`config.mk`:
```
export PLATFORM = sky130hd
export DESIGN_NAME = mem_port_arbiter_flat
export DESIGN_NICKNAME = d
export VERILOG_FILES = /design/src/rtl/mem_port_arbiter_if.sv /design/src/rtl/mem_port_arbiter.sv /design/src/flat_wrapper.sv
export SDC_FILE = /design/constraint.sdc
export NUM_CORES = 1
export LEC_CHECK = 0
export CELL_PAD_IN_SITES_DETAIL_PLACEMENT = 1
export CELL_PAD_IN_SITES_GLOBAL_PLACEMENT = 1
export CORE_MARGIN = 5
export CORE_UTILIZATION = 33
export DETAILED_ROUTE_END_ITERATION = 10
export GPL_ROUTABILITY_DRIVEN = 0
export GPL_TIMING_DRIVEN = 1
export PLACE_DENSITY = 0.93
export RECOVER_POWER = 50
export SLEW_MARGIN = 40
export SYNTH_ARGS = -nofsm -noshare
export SYNTH_HDL_FRONTEND = slang
export SYNTH_SLANG_ARGS = --single-unit
```
`constraint.sdc`:
```
create_clock -name Clock -period 2.6 [get_ports Clock]
set_input_delay 0.78 -clock Clock [delete_from_list [all_inputs] [get_ports Clock]]
set_output_delay 0.78 -clock Clock [all_outputs]
set_load 0.01 [all_outputs]
```
`src/rtl/mem_port_arbiter_if.sv`:
```
// Request/response handshake for both ports plus the single-port memory bus.
// slave = the arbiter; master = requesters together with the memory.
interface mem_port_arbiter_if #(
  parameter int unsigned ADDR_W = 8,
  parameter int unsigned DATA_W = 16
);
  logic              req0;
  logic              we0;
  logic [ADDR_W-1:0] addr0;
  logic [DATA_W-1:0] wdata0;
  logic              ack0;
  logic              rvalid0;
  logic [DATA_W-1:0] rdata0;

  logic              req1;
  logic              we1;
  logic [ADDR_W-1:0] addr1;
  logic [DATA_W-1:0] wdata1;
  logic              ack1;
  logic              rvalid1;
  logic [DATA_W-1:0] rdata1;

  logic [ADDR_W-1:0] mem_addr;
  logic [DATA_W-1:0] mem_wdata;
  logic              mem_wren;
  logic [DATA_W-1:0] mem_q;

  logic              busy;
  logic              grant_id;

  modport slave (
    input  req0, we0, addr0, wdata0,
    input  req1, we1, addr1, wdata1,
    input  mem_q,
    output ack0, rvalid0, rdata0,
    output ack1, rvalid1, rdata1,
    output mem_addr, mem_wdata, mem_wren,
    output busy, grant_id
  );

  modport master (
    output req0, we0, addr0, wdata0,
    output req1, we1, addr1, wdata1,
    output mem_q,
    input  ack0, rvalid0, rdata0,
    input  ack1, rvalid1, rdata1,
    input  mem_addr, mem_wdata, mem_wren,
    input  busy, grant_id
  );
endinterface

```
`src/rtl/mem_port_arbiter.sv`:
```
// Round-robin arbiter/sequencer for two requesters sharing one synchronous
// single-port memory; one access in flight, read data returned with a pulse.
module mem_port_arbiter #(
  parameter int unsigned ADDR_W = 8,
  parameter int unsigned DATA_W = 16
) (
  input  logic             Clock,
  input  logic             Resetn,
  mem_port_arbiter_if.slave bus
);

  typedef enum logic [1:0] {
    IDLE    = 2'd0,
    ISSUE   = 2'd1,
    CAPTURE = 2'd2
  } state_t;

  state_t            r_state,    w_state_nxt;
  logic              r_ack0,     w_ack0;
  logic              r_ack1,     w_ack1;
  logic              r_rvalid0,  w_rvalid0;
  logic              r_rvalid1,  w_rvalid1;
  logic [DATA_W-1:0] r_rdata0,   w_rdata0;
  logic [DATA_W-1:0] r_rdata1,   w_rdata1;
  logic [ADDR_W-1:0] r_addr,     w_addr;
  logic [DATA_W-1:0] r_wdata,    w_wdata;
  logic              r_wren,     w_wren;
  logic              r_busy,     w_busy;
  logic              r_grant_id, w_grant_id;
  logic              w_pick1;

  // Next-state and next-output logic; every output is a register fed from here.
  always_comb begin
    w_state_nxt = r_state;
    w_ack0      = 1'b0;
    w_ack1      = 1'b0;
    w_rvalid0   = 1'b0;
    w_rvalid1   = 1'b0;
    w_rdata0    = r_rdata0;
    w_rdata1    = r_rdata1;
    w_addr      = r_addr;
    w_wdata     = r_wdata;
    w_wren      = 1'b0;
    w_grant_id  = r_grant_id;
    w_pick1     = 1'b0;

    unique case (r_state)
      IDLE: begin
        if (bus.req0 || bus.req1) begin
          // Contested: the port that did not own the last access wins.
          w_pick1     = bus.req1 && (!bus.req0 || !r_grant_id);
          w_grant_id  = w_pick1;
          w_ack0      = !w_pick1;
          w_ack1      = w_pick1;
          w_addr      = w_pick1 ? bus.addr1  : bus.addr0;
          w_wdata     = w_pick1 ? bus.wdata1 : bus.wdata0;
          w_wren      = w_pick1 ? bus.we1    : bus.we0;
          w_state_nxt = ISSUE;
        end
      end
      ISSUE: begin
        w_state_nxt = r_wren ? IDLE : CAPTURE;
      end
      CAPTURE: begin
        if (r_grant_id) begin
          w_rvalid1 = 1'b1;
          w_rdata1  = bus.mem_q;
        end else begin
          w_rvalid0 = 1'b1;
          w_rdata0  = bus.mem_q;
        end
        w_state_nxt = IDLE;
      end
      default: begin
        w_state_nxt = IDLE;
      end
    endcase

    w_busy = (w_state_nxt != IDLE);
  end

  always_ff @(posedge Clock or negedge Resetn) begin
    if (!Resetn) begin
      r_state    <= IDLE;
      r_ack0     <= 1'b0;
      r_ack1     <= 1'b0;
      r_rvalid0  <= 1'b0;
      r_rvalid1  <= 1'b0;
      r_rdata0   <= '0;
      r_rdata1   <= '0;
      r_addr     <= '0;
      r_wdata    <= '0;
      r_wren     <= 1'b0;
      r_busy     <= 1'b0;
      r_grant_id <= 1'b1;
    end else begin
      r_state    <= w_state_nxt;
      r_ack0     <= w_ack0;
      r_ack1     <= w_ack1;
      r_rvalid0  <= w_rvalid0;
      r_rvalid1  <= w_rvalid1;
      r_rdata0   <= w_rdata0;
      r_rdata1   <= w_rdata1;
      r_addr     <= w_addr;
      r_wdata    <= w_wdata;
      r_wren     <= w_wren;
      r_busy     <= w_busy;
      r_grant_id <= w_grant_id;
    end
  end

  assign bus.ack0      = r_ack0;
  assign bus.ack1      = r_ack1;
  assign bus.rvalid0   = r_rvalid0;
  assign bus.rvalid1   = r_rvalid1;
  assign bus.rdata0    = r_rdata0;
  assign bus.rdata1    = r_rdata1;
  assign bus.mem_addr  = r_addr;
  assign bus.mem_wdata = r_wdata;
  assign bus.mem_wren  = r_wren;
  assign bus.busy      = r_busy;
  assign bus.grant_id  = r_grant_id;

endmodule

```
`src/flat_wrapper.sv`:
```
// flat-port wrapper written by rule: the top's interface ports become plain ports
module mem_port_arbiter_flat 
#(
  parameter int unsigned ADDR_W = 8,
  parameter int unsigned DATA_W = 16
)
  (Clock, Resetn, bus_req0, bus_we0, bus_addr0, bus_wdata0, bus_req1, bus_we1, bus_addr1, bus_wdata1, bus_mem_q, bus_ack0, bus_rvalid0, bus_rdata0, bus_ack1, bus_rvalid1, bus_rdata1, bus_mem_addr, bus_mem_wdata, bus_mem_wren, bus_busy, bus_grant_id);
  mem_port_arbiter_if #(.ADDR_W(ADDR_W), .DATA_W(DATA_W)) bus_i ();
  input  logic Clock;
  input  logic Resetn;
  input wire logic [$bits(bus_i.req0)-1:0] bus_req0;
  input wire logic [$bits(bus_i.we0)-1:0] bus_we0;
  input wire logic [$bits(bus_i.addr0)-1:0] bus_addr0;
  input wire logic [$bits(bus_i.wdata0)-1:0] bus_wdata0;
  input wire logic [$bits(bus_i.req1)-1:0] bus_req1;
  input wire logic [$bits(bus_i.we1)-1:0] bus_we1;
  input wire logic [$bits(bus_i.addr1)-1:0] bus_addr1;
  input wire logic [$bits(bus_i.wdata1)-1:0] bus_wdata1;
  input wire logic [$bits(bus_i.mem_q)-1:0] bus_mem_q;
  output wire logic [$bits(bus_i.ack0)-1:0] bus_ack0;
  output wire logic [$bits(bus_i.rvalid0)-1:0] bus_rvalid0;
  output wire logic [$bits(bus_i.rdata0)-1:0] bus_rdata0;
  output wire logic [$bits(bus_i.ack1)-1:0] bus_ack1;
  output wire logic [$bits(bus_i.rvalid1)-1:0] bus_rvalid1;
  output wire logic [$bits(bus_i.rdata1)-1:0] bus_rdata1;
  output wire logic [$bits(bus_i.mem_addr)-1:0] bus_mem_addr;
  output wire logic [$bits(bus_i.mem_wdata)-1:0] bus_mem_wdata;
  output wire logic [$bits(bus_i.mem_wren)-1:0] bus_mem_wren;
  output wire logic [$bits(bus_i.busy)-1:0] bus_busy;
  output wire logic [$bits(bus_i.grant_id)-1:0] bus_grant_id;
  assign bus_i.req0 = bus_req0;
  assign bus_i.we0 = bus_we0;
  assign bus_i.addr0 = bus_addr0;
  assign bus_i.wdata0 = bus_wdata0;
  assign bus_i.req1 = bus_req1;
  assign bus_i.we1 = bus_we1;
  assign bus_i.addr1 = bus_addr1;
  assign bus_i.wdata1 = bus_wdata1;
  assign bus_i.mem_q = bus_mem_q;
  assign bus_ack0 = bus_i.ack0;
  assign bus_rvalid0 = bus_i.rvalid0;
  assign bus_rdata0 = bus_i.rdata0;
  assign bus_ack1 = bus_i.ack1;
  assign bus_rvalid1 = bus_i.rvalid1;
  assign bus_rdata1 = bus_i.rdata1;
  assign bus_mem_addr = bus_i.mem_addr;
  assign bus_mem_wdata = bus_i.mem_wdata;
  assign bus_mem_wren = bus_i.mem_wren;
  assign bus_busy = bus_i.busy;
  assign bus_grant_id = bus_i.grant_id;
  mem_port_arbiter #(.ADDR_W(ADDR_W), .DATA_W(DATA_W)) u_core (.Clock(Clock), .Resetn(Resetn), .bus(bus_i));
endmodule
```
==> impl_metrics.csv <==
group,metric,value,unit
timing,slew_headroom,-19.2,%
detailed_routing,post_drt_wl_per_cell,17.7,um
outcome,status,"finished, violations left",
layout,area_growth,61.0,%
setup_path,critPathCaptureType,"primary output",
setup_path,arrival,1.55,ns
place,post-dp-hpwl,5590,um
layout,final_nets,379,
global_routing,antenna_found_initial,0,
clocking,clock_path_buffers,2,
timing,setup_viol,0,
setup_path,startpoint_type,"flop",
clocking,htree_num_levels,3,
logic_synthesis,synth_cell_type_count,23,
timing,fin_skew,0.00762,ns
global_routing,grt_pass1_vias,2261,
floorplan,start_util,33.9,%
clocking,post_cts_resized,0,
logic_synthesis,ys_warn_count,0,
outcome,violations,"capacitance limit, slew limit",
global_routing,grt_max_degree,34,
logic_synthesis,yosysTopAreaCellShare,61.2,%
clocking,cts-root-buf,"clkbuf_8",
clocking,cts_buffers,9,
setup_path,crit_fanout,6,
detailed_routing,drt_first_pass_iters,4,
setup_path,path_cells,"clkdlybuf4s50_1",
detailed_routing,num_vias,2003,
logic_synthesis,ys_dominant_reg_cell,"dfrtp_1",
detailed_routing,viasPerCell,4.83,
job,cap_violations,1,
floorplan,die_area,9810,um^2
timing,final.setup.tns,0,ns
timing,hold_viol,0,
logic_synthesis,avgSynthCellArea,15.3,um^2
clocking,cts_setup_buffers,0,
place,port_buffers,132,
logic_synthesis,yosys.cell_count.top_type,"dfrtp_1",
logic_synthesis,syn_inst,171,
clocking,cts_tree,"done",
detailed_routing,drtIter0Drc,51,
floorplan,core_area,7730,um^2
floorplan,die_x,99.1,um
setup_path,path_buf_inv,1,
place,pre_cts_slack,0.302,ns
floorplan,die_h,99.1,um
logic_synthesis,synthArstFlopShare,100,%
detailed_routing,ant_nets,0,
layout,drive_gt1_share,15.0,%
logic_synthesis,syn_nets,241,
logic_synthesis,synth_edf_count,0,
timing,drv_slew,33,
logic_synthesis,yosysSeqAreaShare,62.2,%
timing,fin_ws,0.273,ns
layout,n_antenna_cell,0,
detailed_routing,routed_wirelength,7330,um
global_routing,grt_first_pass_wirelength,11600,um
pwr,powerDensity,1220,nW/um^2
setup_path,slowest_delay,0.64,ns
logic_synthesis,synthTopCellsByArea,"dfrtp_1, mux2_2, a221o_1",
logic_synthesis,ys_seq_elements,65,
global_routing,overflow,0,
hold_path,hold_path_class,"reg -> reg",
pwr,p_leak,0.00184,uW
floorplan,rows,32,
setup_path,cp.required,1.82,ns
logic_synthesis,synth_common_cells,"dfrtp_1, and3_1, a221o_1, mux2_2, mux2_4",
setup_path,slowest_stage,"dfstp_1",
detailed_routing,drc_errors,0,
timing,worst_slew_pin_slew,1.79,ns
setup_path,cp_top_family,"flip-flops",
timing,fmax,430,MHz
logic_synthesis,yosysTopAreaCell,"dfrtp_1",
logic_synthesis,synth_area,2620,um^2
floorplan,io_pins,133,
timing,rsz0062_at_grt,"no",
clocking,worstSkewPairLatency,0.33,ns
clocking,clkSlewWorstSetupHoldPaths,0.07,ns
clocking,cts.sinks,65,
setup_path,worstSetupPathType,"reg -> out",
pwr,vdd_ir_drop_max,0.000386,V
timing,fin_crit,2.33,ns
timing,fin_crit_sh,89.5,%
clocking,hold_buffers,0,
layout,nFillCells,788,
global_routing,grt.total_usage,15.0,%
[final timing paths]
check,from,end,slack [ns],depth (start not counted)
worst max-delay path,u_core.bus.grant_id,bus_grant_id,0.27,1
worst min-delay path,u_core.bus.mem_wren,u_core.r_state[1],0.46,1
worst max register to register,u_core.r_state[1],u_core.bus.rdata0[5],0.63,3
worst min register to register,u_core.bus.mem_wren,u_core.r_state[1],0.46,1
max in group asynchronous,Resetn,u_core.bus.mem_wdata[6],0.64,1
min in group asynchronous,Resetn,u_core.bus.rdata0[1],0.92,1
[layout by cell type, fill, tap and decap left out, drive strengths merged, types with 2 or more instances in the layout]
cell type	instances
buf	4
bufinv	3
nor2	2
clkinv	2
nand2b	2
dfrtp	64
and3	25
clkdlybuf4s50	130
a221o	24
inv	2
mux2	32
clkbuf	12
nor3b	2
[power breakdown]
part / internal (uW) / switching [uW]
sequential: 1510 / 300
clock: 628 / 378
combinational: 1420 / 920
[area by class of cell]
type                       instances  area (um^2)  area share (%)
inverter                           2         7.51           0.178
clock buffer                       9          124            2.94
sequential                        65         1630            38.6
tap                              102          128            3.03
multi-input combinational         93          856            20.3
clock inverter                     6          108            2.55
timing repair buffer             138         1370            32.4
[flip-flops by register name, summed over array words and instances, names as in the netlist, 2 cells and up]
signal and count:
u_core.bus.mem_wdata 16, u_core.r_state 2, u_core.bus.mem_addr 8, u_core.bus.rdata0 16, u_core.bus.rdata1 16
[through the flow]
step                      instance area [um^2]  util (%)  hold slack (ns)  total power, uW  instances
final                                     4220      54.5            0.458             5160        415
after global routing                      4220      54.5            0.493             5470        415
after CTS                                 4270      55.2            0.463             5350        415
after detailed placement                  4040      52.3            0.454             4330        400
after global placement                    4040      52.2            0.441             4210        400
after floorplan                           2620         -            0.483             2970        171
[logic make-up (layout without fill, tap and decap cells)]
group	Yosys count	after routing	synth area share, %
buffers and inverters	13	155	3.44
DFF	65	65	62.2
muxes	33	33	15.4
AOI/OAI and AO/OA	27	27	10.2
and+or+nand+nor	33	33	8.70
[layer usage]
metal,vias to the layer above,wire (um),track usage (%)
li1,924,-,-
met1,976,3090,18.8
met4,0,100,5.36
met2,94,3490,24.1
met5,-,0,0
met3,9,639,5.02
(Power assumes the default switching activity.)
